--- src/rtl/sevenseg_scan_mux.sv ---
`default_nettype none
// ============================================================================
// Module   : sevenseg_scan_mux
// Purpose  : Time-multiplexes DIGITS packed BCD digits onto one shared 4-bit
//            bus that feeds a seven-segment decoder. Each digit slot starts
//            with a short all-off blank interval, then shows one digit.
//            Optional leading-zero blanking drives the decoder blank code
//            4'b1111.
// Ports    : clk, rst         - clock, synchronous active-high reset
//            en               - scan enable (0 = dark, scanner parked)
//            digits_in        - packed BCD, [3:0] = digit 0 (LSD)
//            dp_in            - decimal point request per digit
//            blank_lz         - leading-zero blanking enable
//            bcd              - digit code to decoder (4'b1111 = blank)
//            digit_sel(_n)    - one-hot digit enable and its inverse
//            dp               - decimal point of the selected digit
//            frame_done       - pulse on the last cycle of each frame
// Revision : 1.0 - initial release
// ============================================================================
module sevenseg_scan_mux #(
    parameter int DIGITS       = 4,
    parameter int TICK_DIV     = 50000,
    parameter int BLANK_CYCLES = 16
) (
    input  logic                  clk,
    input  logic                  rst,
    input  logic                  en,
    input  logic [4*DIGITS-1:0]   digits_in,
    input  logic [DIGITS-1:0]     dp_in,
    input  logic                  blank_lz,
    output logic [3:0]            bcd,
    output logic [DIGITS-1:0]     digit_sel,
    output logic [DIGITS-1:0]     digit_sel_n,
    output logic                  dp,
    output logic                  frame_done
);

    localparam int CNT_W = (TICK_DIV > 1) ? $clog2(TICK_DIV) : 1;
    localparam int IDX_W = (DIGITS > 1) ? $clog2(DIGITS) : 1;

    localparam logic [CNT_W-1:0] c_blank_last = CNT_W'(BLANK_CYCLES - 1);
    localparam logic [CNT_W-1:0] c_slot_last  = CNT_W'(TICK_DIV - 1);
    localparam logic [IDX_W-1:0] c_idx_last   = IDX_W'(DIGITS - 1);
    localparam logic [3:0]       c_blank_code = 4'b1111;

    typedef enum logic [1:0] {
        S_IDLE  = 2'd0,
        S_BLANK = 2'd1,
        S_SHOW  = 2'd2
    } state_t;

    state_t              state_q, state_d;
    logic [IDX_W-1:0]    idx_q, idx_d;
    // Slot counter runs 0..TICK_DIV-1 across the whole slot (blank + show).
    logic [CNT_W-1:0]    cnt_q, cnt_d;

    // Frame snapshot: inputs are frozen for a whole frame to avoid tearing.
    logic [4*DIGITS-1:0] snap_digits_q, snap_digits_d;
    logic [DIGITS-1:0]   snap_dp_q, snap_dp_d;
    logic                snap_lz_q, snap_lz_d;

    logic [3:0]          bcd_q, bcd_d;
    logic [DIGITS-1:0]   sel_q, sel_d;
    logic [DIGITS-1:0]   sel_n_q, sel_n_d;
    logic                dp_q, dp_d;
    logic                frame_done_q, frame_done_d;

    logic [DIGITS-1:0]   lz_blank;
    logic                zero_run;

    // ------------------------------------------------------------------
    // Next-state: sequencing of slots, digit index and frame snapshot
    // ------------------------------------------------------------------
    always_comb begin
        state_d       = state_q;
        idx_d         = idx_q;
        cnt_d         = cnt_q;
        snap_digits_d = snap_digits_q;
        snap_dp_d     = snap_dp_q;
        snap_lz_d     = snap_lz_q;

        if (!en) begin
            state_d = S_IDLE;
            idx_d   = '0;
            cnt_d   = '0;
        end else begin
            case (state_q)
                S_IDLE: begin
                    state_d       = S_BLANK;
                    idx_d         = '0;
                    cnt_d         = '0;
                    snap_digits_d = digits_in;
                    snap_dp_d     = dp_in;
                    snap_lz_d     = blank_lz;
                end
                S_BLANK: begin
                    cnt_d = cnt_q + 1'b1;
                    if (cnt_q == c_blank_last) begin
                        state_d = S_SHOW;
                    end
                end
                S_SHOW: begin
                    if (cnt_q == c_slot_last) begin
                        cnt_d   = '0;
                        state_d = S_BLANK;
                        if (idx_q == c_idx_last) begin
                            // Frame boundary: wrap and take a fresh snapshot.
                            idx_d         = '0;
                            snap_digits_d = digits_in;
                            snap_dp_d     = dp_in;
                            snap_lz_d     = blank_lz;
                        end else begin
                            idx_d = idx_q + 1'b1;
                        end
                    end else begin
                        cnt_d = cnt_q + 1'b1;
                    end
                end
                default: begin
                    state_d = S_IDLE;
                    idx_d   = '0;
                    cnt_d   = '0;
                end
            endcase
        end
    end

    // ------------------------------------------------------------------
    // Output decode from the *next* state so the registered outputs line
    // up with the state they describe.
    // ------------------------------------------------------------------
    always_comb begin
        // A digit is leading-zero blanked when it and every higher digit
        // are zero; digit 0 always shows.
        zero_run = 1'b1;
        lz_blank = '0;
        for (int k = DIGITS - 1; k >= 0; k--) begin
            zero_run    = zero_run & (snap_digits_d[4*k +: 4] == 4'd0);
            lz_blank[k] = snap_lz_d & zero_run & (k != 0);
        end

        bcd_d        = c_blank_code;
        sel_d        = '0;
        dp_d         = 1'b0;
        frame_done_d = 1'b0;

        if (state_d == S_SHOW) begin
            for (int k = 0; k < DIGITS; k++) begin
                if (idx_d == IDX_W'(k)) begin
                    sel_d[k] = 1'b1;
                    bcd_d    = lz_blank[k] ? c_blank_code : snap_digits_d[4*k +: 4];
                    dp_d     = snap_dp_d[k];
                end
            end
            frame_done_d = (cnt_d == c_slot_last) && (idx_d == c_idx_last);
        end

        sel_n_d = ~sel_d;
    end

    // ------------------------------------------------------------------
    // State and output registers
    // ------------------------------------------------------------------
    always_ff @(posedge clk) begin
        if (rst) begin
            state_q       <= S_IDLE;
            idx_q         <= '0;
            cnt_q         <= '0;
            snap_digits_q <= '0;
            snap_dp_q     <= '0;
            snap_lz_q     <= 1'b0;
            bcd_q         <= c_blank_code;
            sel_q         <= '0;
            sel_n_q       <= '1;
            dp_q          <= 1'b0;
            frame_done_q  <= 1'b0;
        end else begin
            state_q       <= state_d;
            idx_q         <= idx_d;
            cnt_q         <= cnt_d;
            snap_digits_q <= snap_digits_d;
            snap_dp_q     <= snap_dp_d;
            snap_lz_q     <= snap_lz_d;
            bcd_q         <= bcd_d;
            sel_q         <= sel_d;
            sel_n_q       <= sel_n_d;
            dp_q          <= dp_d;
            frame_done_q  <= frame_done_d;
        end
    end

    assign bcd         = bcd_q;
    assign digit_sel   = sel_q;
    assign digit_sel_n = sel_n_q;
    assign dp          = dp_q;
    assign frame_done  = frame_done_q;

endmodule
`default_nettype wire
--- config.mk ---
export PLATFORM = sky130hd
export DESIGN_NAME = sevenseg_scan_mux
export DESIGN_NICKNAME = d
export VERILOG_FILES = /design/src/rtl/sevenseg_scan_mux.sv
export SDC_FILE = /design/constraint.sdc
export NUM_CORES = 1
export LEC_CHECK = 0
export ABC_CLOCK_PERIOD_IN_PS = 6600
export BUFFER_PORTS_ARGS = -buffer_cell sky130_fd_sc_hd__buf_2
export CAP_MARGIN = 25
export CORE_MARGIN = 2
export CORE_UTILIZATION = 62
export CTS_CLUSTER_DIAMETER = 40
export DETAILED_ROUTE_END_ITERATION = 16
export PLACE_DENSITY = 0.92
export SYNTH_ARGS = -nofsm -noshare
export SYNTH_HDL_FRONTEND = slang
export SYNTH_SLANG_ARGS = --single-unit
export TNS_END_PERCENT = 5
--- constraint.sdc ---
create_clock -name clk -period 6.6 [get_ports clk]
set_clock_uncertainty 0.2 [all_clocks]
set_input_delay 0.33 -clock clk [delete_from_list [all_inputs] [get_ports clk]]
set_output_delay 0.33 -clock clk [all_outputs]
set_load 0.01 [all_outputs]
Yosys cells after proc, flatten, opt, wreduce, memory -nomap -nowiden
Cells that the tools add are included.
{ "word_totals": {"word_cells": 76, "out_inout_bits": 14, "register_bits": 55, "inputBits": 24} }
{ "classes": {"n_addsub": 2, "n_bitwise": 7, "mux": 39, "n_reduce_logical": 7, "n_eq_ne": 10} }
{ "op_table": {"columns": ["op", "n"], "rows": [
  ["16-bit 2-to-1 mux", 5],
  ["16-bit case mux with 2 select lines", 2],
  ["4-bit 2-to-1 mux", 11],
  ["16-bit == test, second input constant", 2],
  ["16-bit by 1-bit adder with 16-bit output, second input constant", 1],
  ["16-bit by 4-bit == test with 1-bit output, second input constant", 1],
  ["4-bit zero test", 3],
  ["2-bit 2-to-1 mux", 6],
  ["1-bit 2-to-1 mux", 11],
  ["2-bit == test, second input constant", 5],
  ["4-bit case mux with 2 select lines", 1],
  ["2-bit case mux with 3 select lines", 1],
  ["1-bit AND", 5],
  ["2-bit by 1-bit == test with 1-bit output, second input constant", 2],
  ["2-bit zero test", 2],
  ["4-bit NOT", 1],
  ["2-bit case mux with 2 select lines", 1],
  ["2-bit by 1-bit adder with 2-bit output, second input constant", 1],
  ["1-bit case mux with 2 select lines", 1],
  ["2-bit OR reduction", 1],
  ["1-bit logical AND", 1],
  ["1-bit NOT", 1]
]} }

Depth between registers and ports, before layout
{ "depth": {"word_depth": 13, "depth_mapped": 11, "mapped_depth_nobuf": 10} }

Worst setup path before layout
OpenSTA, ideal clock, no wires.
{ "synth_timing": {"kind": "register to register", "from": "register cnt_q[4]", "to": "register bcd_q[0], in the netlist bcd[0]", "setup_time_ns": 0.122, "setup_slack_ns": 3.736, "synth_period_minus_slack_ns": 2.864, "required_time_ns": 6.278, "path_buffers": 1, "path_stages_with_launch": 10, "t_arrival_ns": 2.542, "path_cell_list": "dfxtp_1 > buf_6 > or4_4 > nor3_4 > nand3_1 > or3_4 > a21oi_2 > a31oi_1 > and3_2 > a221o_1"} }
{ "synth_via": {"elab_chain_cells": 12, "elab_cells_between_ends": 37, "classes_between": "6 x eq/ne; 20 x mux; 6 x bitwise; 5 x reduce/logical"} }
{ "synth_lines": {"columns": ["item", "line", "source"], "rows": [
  ["start, declared", "55", "logic [CNT_W-1:0] cnt_q, cnt_d;"],
  ["start signal, assigned", "180", "cnt_q <= cnt_d;"],
  ["16-bit == test", "103", "if (cnt_q == c_slot_last) begin"],
  ["16-bit 2-to-1 mux", "103", null],
  ["16-bit case mux with 2 select lines", "87", "case (state_q)"],
  ["16-bit 2-to-1 mux", "82", "if (!en) begin"],
  ["4-bit zero test", "138", "zero_run = zero_run & (snap_digits_d[4*k +: 4] == 4'd0);"],
  ["1-bit AND (2 in a row)", "138", null],
  ["1-bit AND", "139", "lz_blank[k] = snap_lz_d & zero_run & (k != 0);"],
  ["4-bit 2-to-1 mux", "151", "bcd_d = lz_blank[k] ? c_blank_code : snap_digits_d[4*k +: 4];"],
  ["4-bit 2-to-1 mux (3 in a row)", "149", "if (idx_d == IDX_W'(k)) begin"],
  ["end signal, assigned", "172", "bcd_q <= c_blank_code;"],
  ["end, declared", "62", "logic [3:0] bcd_q, bcd_d;"]
]} }
Parallel ways exist; a longest one is shown, timed or not.
A chain may end at the register's enable or synchronous reset.

Final worst setup path
{ "layout_timing": {"from": "register state_q[1]", "to": "register bcd_q[3], in the netlist bcd[3]"} }
{ "layout_via": {"elab_chain_cells": 11, "elab_cells_between_ends": 35, "classes_between": "6 x eq/ne; 17 x mux; 6 x bitwise; 6 x reduce/logical"} }
{ "layout_lines": {"columns": ["item", "line", "source"], "rows": [
  ["start, declared", "52", "state_t state_q, state_d;"],
  ["start signal, assigned", "178", "state_q <= state_d;"],
  ["2-bit == test or 2-bit zero test (tied branches)", "87", null],
  ["16-bit case mux with 2 select lines", "87", null],
  ["16-bit 2-to-1 mux", "82", null],
  ["4-bit zero test", "138", null],
  ["1-bit AND (2 in a row)", "138", null],
  ["1-bit AND", "139", null],
  ["4-bit 2-to-1 mux", "151", null],
  ["4-bit 2-to-1 mux (3 in a row)", "149", null]
]} }
Parallel ways exist; a longest one is shown, timed or not.

==> metrics.txt <==
Power Total=614 uW; maximum VDD drop=0.142 mV; cell area after synthesis=0.00301 mm^2; final setup fails=0; Fill cells=367; worst rel slew slack=0.356; Placed Cells=425; Netlist cell types=64; Non-Filler Instances=433; f_max=0.279 GHz; Synth Area in Compound Gates=0.247; fin crit share=0.543; post-cts sizing count=0; total gr overflow=0; clk sinks=55; Slew Limit Fails=0; P per Cell Area=190 mW/mm^2; minimum clock period=3.58 ns; Post-synth ARST share=0; DIE AREA=0.00542 mm^2; endpoint of the worst hold path=snap_lz_q; met1 Track Usage GR=0.373; Die Span X=73.6 um; commonest cells after routing, fill and taps aside=dfxtp_1 (55), nor2_1 (51), buf_2 (37); RSZ-0062 raised after global routing=false; cell count after synthesis=350; GP Congestion=0.970; grt met2 use=0.459; Syn Nets=380; status=finished, final reports clean; GRT busiest layer=met2; area of the multi-input gates=0.00172 mm^2; post-synthesis mux area share=0; largest family of logic cells by synthesized area=simple AND/OR/NAND/NOR gates; IO Count=38; met3 Use GR=0.0672; Post-synth EDFFs=0; post-synthesis xor/xnor area fraction=0.0408; DR iter-0 viols=380; clock-pin slew on the worst setup and hold paths=0.11 ns; Data required, critical path=6.66 ns; share of layout cells above drive strength 1=0.177; DRC Markers=0; final hold viol count=0; top cell type's share of synthesized area=0.366; Clock Path Buffers=2; PortBufs=37; Final nets=408; Area Overhead vs Synth=7.37%; hold crit path type=in2reg; final WL=7500 um; Crit Path Max Fanout=27; GRT Total Usage=0.288; Worst-Margin Slew=0.965 ns; core area=0.00469 mm^2; Setup TNS=0 ns; Final ANT Viol Nets=0; Initial Utilization=0.641; worst r2r src=state_q[1]; post-place instance area=0.00313 mm^2; Vias/cell=6.74; register area share after synthesis=0.366; antenna cell count=0; CTS root buf=clkbuf_8; adder-cell share of the synthesized area=0.0250; initial antenna violation count=0; R2R Path End=bcd[3]; post-CTS setup buffer count=0; Post-Synth Simple-Gate Area=0.261; CP Capture Type=flop; most area-consuming cells after synthesis=dfxtp_1 (37%), nor2_1 (6.4%), a222oi_1 (3.7%), nand3_1 (3.5%), a22o_1 (3.2%); reg2reg setup slack=3.02 ns; Post-DP HPWL=5240 um; post-route cell area=0.00323 mm^2; Pleak=1.25 nW; Main synth FF type=dfxtp_1; Die Span Y=73.6 um; CTS tree=built; Wirelength per Cell=17.3 um; Crit Path Class=reg2reg; register area=0.00110 mm^2; cell taking the most area after synthesis=dfxtp_1; r2r worst-path depth=9; CP Launch Type=flop; YS warnings=0; commonest non-fill, non-tap cell in the layout=dfxtp_1; WP data arrival=3.65 ns; Avg Synthesized Cell Area=8.59 um^2; TritonCTS Buffers=5; #FFs+latches synth=55; max cap viols=0; first-pass GRT wire length=12200 um; largest net degree at the start of global routing=28; H-tree depth=2; HP Start=blank_lz; Hold Path Stages=3; Clock Latency Late Sink=0.32 ns; Hold Slack=0.0657 ns; hold_buf cts=0; vias post-DR=2918; Pre-antenna DRT Iters=7; row count=25; vias in the first global route=2622
-- worst max path at each step --
stage | startpoint | endpoint | slack [ns] | cells after the start
floorplan | cnt_q[4] | bcd[0] | 3.74 | 9
global placement | state_q[0] | bcd[3] | 3.32 | 10
detailed placement | state_q[1] | bcd[3] | 3.14 | 9
CTS | state_q[1] | bcd[3] | 3.08 | 9
global route | state_q[1] | bcd[3] | 2.71 | 9
finish | state_q[1] | bcd[3] | 3.02 | 9
-- stage by stage --
| stage | util | setup slack (ns) |
|---|---|---|
| 6_report | 0.688 | 3.02 |
| 3_5_place_dp | 0.668 | 3.14 |
| 2_1_floorplan | - | 3.74 |
| 3_3_place_gp | 0.668 | 3.32 |
| 4_1_cts | 0.688 | 3.08 |
| 5_1_grt | 0.688 | 2.71 |
-- metal layers --
metal	share of wire	vias up
met4	0.030	0
met5	0	-
met3	0.080	29
li1	-	1363
met2	0.47	152
met1	0.42	1374
-- registers in the layout, summed over array words and instances (netlist names) --
register       flops
bcd                4
digit_sel_n        4
frame_done         1
dp                 1
state_q            2
snap_dp_q          4
idx_q              2
snap_digits_q     16
cnt_q             16
digit_sel          4
snap_lz_q          1
-- report_power, final --
group	switching (mW)	internal, mW	total [mW]
Combinational	0.0417	0.0288	0.0705
Clock	0.121	0.0784	0.200
Sequential	0.00449	0.340	0.344
-- cells in the mapped netlist (5+ instances only) --
library cell  instances
dfxtp_1              55
nor2_1               51
nand2_1              24
nand3_1              21
a21oi_1              11
a222oi_1             11
a22o_1               11
inv_1                11
a31oi_1               9
clkbuf_1              8
nor3_1                8
o211ai_1              8
o21ai_0               8
xor2_1                8
a22oi_1               7
nor4_1                7
ha_1                  6
xnor2_1               6
and2_1                5
clkbuf_8              5
or3_1                 5
-- worst max-delay path: stages (launching register included) --
cell,delay [ns]
dfxtp_1,0.45
ha_1,0.84
o21ai_0,0.21
or3_1,0.37
or2_4,0.25
a31oi_1,0.31
o2111ai_2,0.26
nand3b_4,0.22
o31ai_1,0.27
o2bb2ai_1,0.14
-- final cells by class --
class,instances,share of cell area
well taps,54,0.0209
multi-input cells,266,0.534
flip-flops and latches,55,0.341
clock inverters,3,0.00814
inverters,11,0.0128
repair buffers,39,0.0620
clock buffers,5,0.0213
-- logic make-up (layout without fill, tap and decap cells) --
| logic type | after synthesis | count (layout) |
|---|---|---|
| and+or+nand+nor | 151 | 151 |
| AOI/OAI and AO/OA | 95 | 95 |
| DFF | 55 | 55 |
| buffers and inverters | 29 | 58 |
| xor gates and xnor gates | 14 | 14 |
| adders and majority gates | 6 | 6 |
(Power assumes the default switching activity.)
